`src/rtl/pipe_ctrl_pkg.sv`:
```
// Shared definitions for the pipeline control slice.
//   state_e     : memory-wait FSM states (RUN, WAIT)
//   NOP_INSTR   : instruction word loaded into a flushed pipeline register
//   RESET_PC    : pc value carried by a bubble
//   REG_ZERO    : register $0, which never creates a dependency
//   MD_CNT_W    : width of the mult/div busy counter (holds up to 63)
//   src_hit()   : "this ID source reads the register the EX load writes"
package pipe_ctrl_pkg;

  typedef enum logic {
    RUN  = 1'b0,
    WAIT = 1'b1
  } state_e;

  localparam logic [31:0] NOP_INSTR = 32'h0000_0000;
  localparam logic [31:0] RESET_PC  = 32'h0000_3000;
  localparam logic [4:0]  REG_ZERO  = 5'd0;
  localparam int          MD_CNT_W  = 6;

  // A write to $0 is discarded, so it can never feed a later read.
  function automatic logic src_hit(input logic       used,
                                   input logic [4:0] src,
                                   input logic [4:0] dst);
    return used && (src == dst) && (dst != REG_ZERO);
  endfunction

endpackage

```
`src/rtl/md_timer.sv`:
```
// Busy timer for the multi-cycle HI/LO unit.
//   clk, rstn : clock, asynchronous active-low reset
//   load      : start pulse; counter takes MD_LAT on the next edge
//   busy      : counter is non-zero
// After a load in cycle t, busy is high for cycles t+1 .. t+MD_LAT.
module md_timer
  import pipe_ctrl_pkg::*;
#(
  parameter int MD_LAT = 32
) (
  input  logic clk,
  input  logic rstn,
  input  logic load,
  output logic busy
);

  logic [MD_CNT_W-1:0] cnt;

  always_ff @(posedge clk or negedge rstn) begin
    if (!rstn) begin
      cnt <= '0;
    end else if (load) begin
      cnt <= MD_CNT_W'(MD_LAT);
    end else if (cnt != '0) begin
      cnt <= cnt - 1'b1;
    end
  end

  assign busy = (cnt != '0);

endmodule

```
`src/rtl/hazard_ctrl.sv`:
```
// Hazard and stall controller for the five-stage datapath.
// Inputs : ID sources (id_rs/id_rt + use flags), id_is_md, id_use_hilo,
//          br_flag, EX load info (ex_is_load, ex_rt), dmem_req/dmem_ack.
// Outputs: register enables (pc/if_id/id_ex/ex_mem), bubble loads
//          (if_id/id_ex/mem_wb flush), md_start/md_busy, stall_cnt,
//          plus dbg_state (1 = WAIT) and dbg_err (sticky protocol error).
//
// Data-memory handshake: dmem_req is held by MEM for as long as the access
// is outstanding; the access completes on the cycle dmem_ack is high. The
// ack cycle itself does not stall. A req that drops before any ack is a
// protocol error: the FSM returns to RUN and sets dbg_err until reset.
module hazard_ctrl
  import pipe_ctrl_pkg::*;
#(
  parameter int MD_LAT = 32,
  parameter int CNT_W  = 32
) (
  input  logic             clk,
  input  logic             rstn,
  input  logic [4:0]       id_rs,
  input  logic [4:0]       id_rt,
  input  logic             id_use_rs,
  input  logic             id_use_rt,
  input  logic             id_is_md,
  input  logic             id_use_hilo,
  input  logic             br_flag,
  input  logic             ex_is_load,
  input  logic [4:0]       ex_rt,
  input  logic             dmem_req,
  input  logic             dmem_ack,
  output logic             pc_en,
  output logic             if_id_en,
  output logic             id_ex_en,
  output logic             ex_mem_en,
  output logic             if_id_flush,
  output logic             id_ex_flush,
  output logic             mem_wb_flush,
  output logic             md_start,
  output logic             md_busy,
  output logic [CNT_W-1:0] stall_cnt,
  output logic             dbg_state,
  output logic             dbg_err
);

  state_e state, state_nxt;
  logic   err_q, err_nxt;
  logic   mem_stall, load_use, hilo_haz;

  // ---------------- hazard detection ----------------
  assign mem_stall = (dmem_req && !dmem_ack) || (state == WAIT && !dmem_ack);
  assign load_use  = ex_is_load &&
                     (src_hit(id_use_rs, id_rs, ex_rt) ||
                      src_hit(id_use_rt, id_rt, ex_rt));
  assign hilo_haz  = md_busy && (id_is_md || id_use_hilo);

  // ---------------- FSM: state register ----------------
  always_ff @(posedge clk or negedge rstn) begin
    if (!rstn) begin
      state <= RUN;
      err_q <= 1'b0;
    end else begin
      state <= state_nxt;
      err_q <= err_nxt;
    end
  end

  // ---------------- FSM: next state ----------------
  always_comb begin
    state_nxt = state;
    err_nxt   = err_q;
    unique case (state)
      RUN: begin
        if (dmem_req && !dmem_ack) state_nxt = WAIT;
      end
      WAIT: begin
        if (dmem_ack) begin
          state_nxt = RUN;
        end else if (!dmem_req) begin
          state_nxt = RUN;
          err_nxt   = 1'b1;
        end
      end
      default: state_nxt = RUN;
    endcase
  end

  // ---------------- FSM: outputs ----------------
  // Reset forces a full bubble. A pending branch is ignored under any stall;
  // ID is held, so br_flag comes back once the stall clears.
  always_comb begin
    pc_en        = 1'b1;
    if_id_en     = 1'b1;
    id_ex_en     = 1'b1;
    ex_mem_en    = 1'b1;
    if_id_flush  = 1'b0;
    id_ex_flush  = 1'b0;
    mem_wb_flush = 1'b0;
    md_start     = 1'b0;
    if (!rstn) begin
      pc_en        = 1'b0;
      if_id_en     = 1'b0;
      id_ex_en     = 1'b0;
      ex_mem_en    = 1'b0;
      if_id_flush  = 1'b1;
      id_ex_flush  = 1'b1;
      mem_wb_flush = 1'b1;
    end else if (mem_stall) begin
      pc_en        = 1'b0;
      if_id_en     = 1'b0;
      id_ex_en     = 1'b0;
      ex_mem_en    = 1'b0;
      mem_wb_flush = 1'b1;
    end else if (load_use || hilo_haz) begin
      pc_en        = 1'b0;
      if_id_en     = 1'b0;
      id_ex_flush  = 1'b1;
    end else begin
      if_id_flush  = br_flag;
      // hilo_haz already covers id_is_md while busy
      md_start     = id_is_md;
    end
  end

  assign dbg_state = (state == WAIT);
  assign dbg_err   = err_q;

  // ---------------- mult/div busy timer ----------------
  md_timer #(.MD_LAT(MD_LAT)) u_md_timer (
    .clk  (clk),
    .rstn (rstn),
    .load (md_start),
    .busy (md_busy)
  );

  // ---------------- stall performance counter ----------------
  always_ff @(posedge clk or negedge rstn) begin
    if (!rstn) begin
      stall_cnt <= '0;
    end else if (!pc_en && (stall_cnt != {CNT_W{1'b1}})) begin
      stall_cnt <= stall_cnt + CNT_W'(1);
    end
  end

endmodule

```
`config.mk`:
```
export PLATFORM = sky130hd
export DESIGN_NAME = hazard_ctrl
export DESIGN_NICKNAME = d
export VERILOG_FILES = /design/src/rtl/pipe_ctrl_pkg.sv /design/src/rtl/md_timer.sv /design/src/rtl/hazard_ctrl.sv
export SDC_FILE = /design/constraint.sdc
export NUM_CORES = 1
export LEC_CHECK = 0
export BUFFER_PORTS_ARGS = -buffer_cell sky130_fd_sc_hd__buf_4
export CORE_ASPECT_RATIO = 0.75
export CORE_UTILIZATION = 30
export DETAILED_ROUTE_END_ITERATION = 10
export PLACE_DENSITY = 0.62
export REMOVE_ABC_BUFFERS = 1
export SLEW_MARGIN = 20
export SYNTH_ARGS = -nofsm -noshare
export SYNTH_HDL_FRONTEND = slang
export SYNTH_HIERARCHICAL = 1
export SYNTH_SLANG_ARGS = --single-unit
```
`constraint.sdc`:
```
create_clock -name clk -period 3.2 [get_ports clk]
set_input_delay 0.96 -clock clk [delete_from_list [all_inputs] [get_ports clk]]
set_output_delay 0.96 -clock clk [all_outputs]
set_load 0.01 [all_outputs]
```
== After elaboration in Yosys (flattened, before gate mapping) ==
Cells that the tools add are included.
Cells by class
  reduce and logical (&&, ||, !) cells: 19
  $mul: 0
  order comparisons: 0
  bitwise operators: 3
  equality and inequality tests: 3
  mux-type cells: 22
  add/subtract/negate cells: 2
  divide/modulo/power cells: 0
  shift operators: 0
Operators with widths (number)
  adder 32 x 1 -> 32 bit, second input constant: 1
  inequality test 32 bit, second input constant: 1
  2-to-1 mux 1 bit: 19
  2-to-1 mux 6 bit: 2
  equality test 5 bit: 2
  logical AND 1 bit: 9
  nonzero test 6 bit: 1
  subtractor 6 x 1 -> 6 bit, second input constant: 1
  nonzero test 5 bit: 1
  logical OR 1 bit: 4
  inverter 1 bit: 3
  AND reduction 3 bit: 1
  zero test 1 bit: 2
  one-hot mux 1 bit (2 select lines): 1
  nonzero test 2 bit: 1
Storage, ports and cells
  memories: 0
  bits in latches: 0
  ROM bits: 0
  bits in writable memories: 0
  bits in registers: 40

== Logic depth before layout (Yosys ltp) ==
  depth after elaboration: 11
  depth in mapped cells: 12

== Hierarchy ==
Netlist, hierarchy kept.
By module, submodules not included
  hazard_ctrl: times used 1, cells an instance 187, area each 1976.9 um^2
  md_timer: times used 1, cells an instance 32, area each 336.6 um^2

== Least setup slack after synthesis ==
OpenSTA, ideal clock, no wires.
  kind: input -> output
  from: input ex_rt[1]
  to: output md_start
  buffers on the path: 1
  data required time: 2.240 ns
  cell stages on the path: 6
  setup slack: -0.204 ns
  arrival: 2.444 ns
  path through: or4_1 o21ai_0 inv_1 a21oi_2 buf_2 and2_1
Between the ends
  cells in the longest elaborated chain, start to end: 9
  elaborated cells on any way between the ends: 13
  those cells by class: eq/ne: 2; mux: 3; reduce/logical: 8
RTL lines
  start: declaration: RTL line hazard_ctrl.sv:28  | input logic [4:0] ex_rt,
  equality test 5 bit: RTL line pipe_ctrl_pkg.sv:24  | return used && (src == dst) && (dst != REG_ZERO);
  logical AND 1 bit (2 in series): RTL line pipe_ctrl_pkg.sv:24
  logical OR 1 bit (*): RTL line hazard_ctrl.sv:52  | (src_hit(id_use_rs, id_rs, ex_rt) ||
  logical AND 1 bit (*): RTL line hazard_ctrl.sv:51  | assign load_use = ex_is_load &&
  logical OR 1 bit (*): RTL line hazard_ctrl.sv:113  | end else if (load_use || hilo_haz) begin
  2-to-1 mux 1 bit (*): RTL line hazard_ctrl.sv:113
  2-to-1 mux 1 bit (*): RTL line hazard_ctrl.sv:107  | end else if (mem_stall) begin
  2-to-1 mux 1 bit (*): RTL line hazard_ctrl.sv:99  | if (!rstn) begin
  end: declaration: RTL line hazard_ctrl.sv:38  | output logic md_start,
Every way passes the cells marked *; elsewhere a longest branch is shown, timed or not.

== Worst setup path after layout ==
  from: input ex_rt[3]
  to: output if_id_flush
Between the ends
  cells in the longest elaborated chain, start to end: 9
  elaborated cells on any way between the ends: 13
  those cells by class: eq/ne: 2; mux: 3; reduce/logical: 8
RTL lines
  equality test 5 bit: RTL line pipe_ctrl_pkg.sv:24
  logical AND 1 bit (2 in series): RTL line pipe_ctrl_pkg.sv:24
  logical OR 1 bit (*): RTL line hazard_ctrl.sv:52
  logical AND 1 bit (*): RTL line hazard_ctrl.sv:51
  logical OR 1 bit (*): RTL line hazard_ctrl.sv:113
  2-to-1 mux 1 bit (*): RTL line hazard_ctrl.sv:113
  2-to-1 mux 1 bit (*): RTL line hazard_ctrl.sv:107
  2-to-1 mux 1 bit (*): RTL line hazard_ctrl.sv:99
  end: declaration: RTL line hazard_ctrl.sv:35  | output logic if_id_flush,
Marked as above.

==> qor.txt <==
GPL Wtd Cong -> 0.796
critical path endpoint category -> primary output
synth unique cells -> 47
status -> finished, violations left
Cell Rows -> 27
CTS tree -> yes
achievable frequency -> 0.311 GHz
setup TNS -> -28.1 ps
critical path required time -> 2240 ps
Max stage delay on crit path -> 530 ps
GRT Util Overall -> 14.6%
Area Growth Syn to Fin -> 37.6%
Post-synth EDFFs -> 0
period utilization -> 101%
Final WS setup -> -20.6 ps
Routed wire per std cell -> 14.1 um
maximum buffer depth of the clock tree -> 2
initial DRC count -> 59
# hold bufs at CTS -> 0
layout net count -> 328
ratio of cells with drive above 1 in the final layout -> 40.5%
Yosys reg bits -> 40
commonest cells in the netlist -> 40 x dfrtp_1, 29 x xor2_1, 20 x nand2_1
worst path cell trace -> buf_6 > or4_4 > o21ai_2 > inv_2 > a21bo_4 > o21ai_2 > buf_4
initial antenna violation count -> 0
Setup Skew -> 10.5 ps
fillers -> 745
most common cell in the netlist -> dfrtp_1
Hold Path Class -> reg2reg
die area -> 8070 um^2
# diodes -> 0
Final HPWL DP -> 4.05 mm
pwr dens -> 556 nW/um^2
DRC violations left -> 0
CP Max Fanout -> 2
Post-Synthesis Cell Area -> 2310 um^2
Worst VDD drop -> 292 uV
die width -> 103 um
WL final -> 5.65 mm
Root Driver -> clkbuf_8
max-slew violation count -> 0
RSZ-0062 raised after global routing -> yes
via count -> 1,888
Syn Area/Cell -> 10.6 um^2
leakage -> 0.00141 uW
total gr overflow -> 0
Num CTS Buffers -> 5
synth top area cells -> dfrtp_1 43%, xor2_1 11%, xnor2_1 4.5%, nor4_1 3.5%, nand2_1 3.2%
CTS HTree Levels -> 2
multi-input logic area -> 1270 um^2
minimum clock period -> 3220 ps
first-pass GRT wire length -> 9.13 mm
Worst setup SP type -> input pin
Clock Sinks -> 40
clock latency on the worst-skew pair -> 290 ps
io pins -> 68
leading area contributor after synthesis -> dfrtp_1
Initial Utilization -> 31.3%
# setup viols final -> 2
drt pass-1 iters -> 4
Placed Cells incl. Taps -> 389
Seq/Total Area, Yosys -> 43.3%
Top FF cell, synth -> dfrtp_1
Yosys top cell area share -> 43.3%
utilization after layout -> 43.0%
CP arrival -> 2260 ps
Finished Layout Cells -> 402
relative slew slack -> 52.2%
failing checks -> negative setup slack
total power -> 1770 uW
Final Hold Viols -> 0
Slew @ Worst Pin -> 716 ps
number of global-route vias before repair -> 1,851
Reg clk slew, reported paths -> 70 ps
DR vias/cell -> 4.70
port bufs -> 67
area of the core -> 7400 um^2
Setup CP Type -> in2out
max cap viols -> 0
Sequential cell area -> 1000 um^2
Crit path top cell by count -> o21ai_2
Detail Route Antenna Nets -> 0
largest net degree at the start of global routing -> 39
Worst path slowest cell -> or4_4
die height -> 78.1 um
Hold WS -> 474 ps
synth warn -> 6
Mapped Cells -> 219
FFs w/ async S/R, synth -> 100%
## flip-flops by register name, summed over array words and instances (netlist names)
register / cells
stall_cnt: 32
dbg_err: 1
dbg_state: 1
u_md_timer/cnt: 6
## worst max-delay path: cells and delay by family
| family | cells | cell delay (ps) |
|---|---|---|
| and+or+nand+nor | 1 | 530 |
| buffers and inverters | 3 | 290 |
| AOI/OAI and AO/OA | 3 | 470 |
## report_power, final
group / internal [uW] / leakage (uW) / switching (uW)
clock network: 232 / 0.0000552 / 177
logic: 331 / 0.000878 / 272
registers: 620 / 0.000475 / 138
## cell type report
type | instances | share of cell area, %
clock buffer | 6 | 2.28
clock inverter | 2 | 1.10
inverter | 6 | 0.708
multi-input combinational | 163 | 39.9
sequential | 40 | 31.4
tap | 101 | 3.97
timing repair buffer | 84 | 20.6
## layout by cell type (no fill, tap or decap), drive strengths merged, types with 2 or more instances in the layout
cell type,count
a21oi,3
and2,3
and3,5
and4,3
buf,84
clkbuf,6
dfrtp,40
ha,3
inv,6
mux2,2
nand2,20
nand2b,2
nand3,11
nand4,6
nor2,4
nor2b,2
nor3,10
nor3b,3
nor4,17
nor4b,9
o21ai,4
or2,3
or3,2
xnor2,12
xor2,29
## path summary, 6_finish.rpt
kind	start	to	slack (ps)	depth (start not counted)
worst max-delay path	ex_rt[3]	if_id_flush	-20	7
worst min-delay path	dbg_err$_DFFE_PN0P_	dbg_err$_DFFE_PN0P_	470	1
worst max register to register	u_md_timer/cnt[1]$_DFFE_PN0P_	stall_cnt[1]$_DFFE_PN0P_	570	12
worst min register to register	dbg_err$_DFFE_PN0P_	dbg_err$_DFFE_PN0P_	470	1
max in group asynchronous	rstn	stall_cnt[6]$_DFFE_PN0P_	2040	2
min in group asynchronous	rstn	dbg_state$_DFF_PN0_	480	1
## stage by stage
step	instance area (um^2)	setup slack, ps
5_1_grt	3180	-65.8
3_5_place_dp	2980	-82.6
4_1_cts	3130	-13.9
3_3_place_gp	2980	-78.7
6_report	3180	-20.6
2_1_floorplan	2240	-924
## kinds of logic after synthesis
kind of cell / share of synthesized area (%)
multiplexers: 0.973
buffers and inverters: 4.16
adder cells (fa/ha/maj): 1.62
AO/OA/AOI/OAI: 4.44
flip-flops: 43.3
AND/OR/NAND/NOR: 30.0
XOR/XNOR: 15.5
## metal layers
metal	track usage (%)	vias to the layer above	wire length, um
met5	0	-	0
met4	4.93	0	62
met3	3.74	9	200
met2	21.9	32	2600
met1	20.2	899	2790
li1	-	948	-
## repair_timing
action                                  in CTS  in global routing
resized for setup                            8                 12
pin swaps                                    6                  5
buffers inserted                             4                  1
endpoints found under the setup margin       5                  5
(Power assumes the default switching activity.)
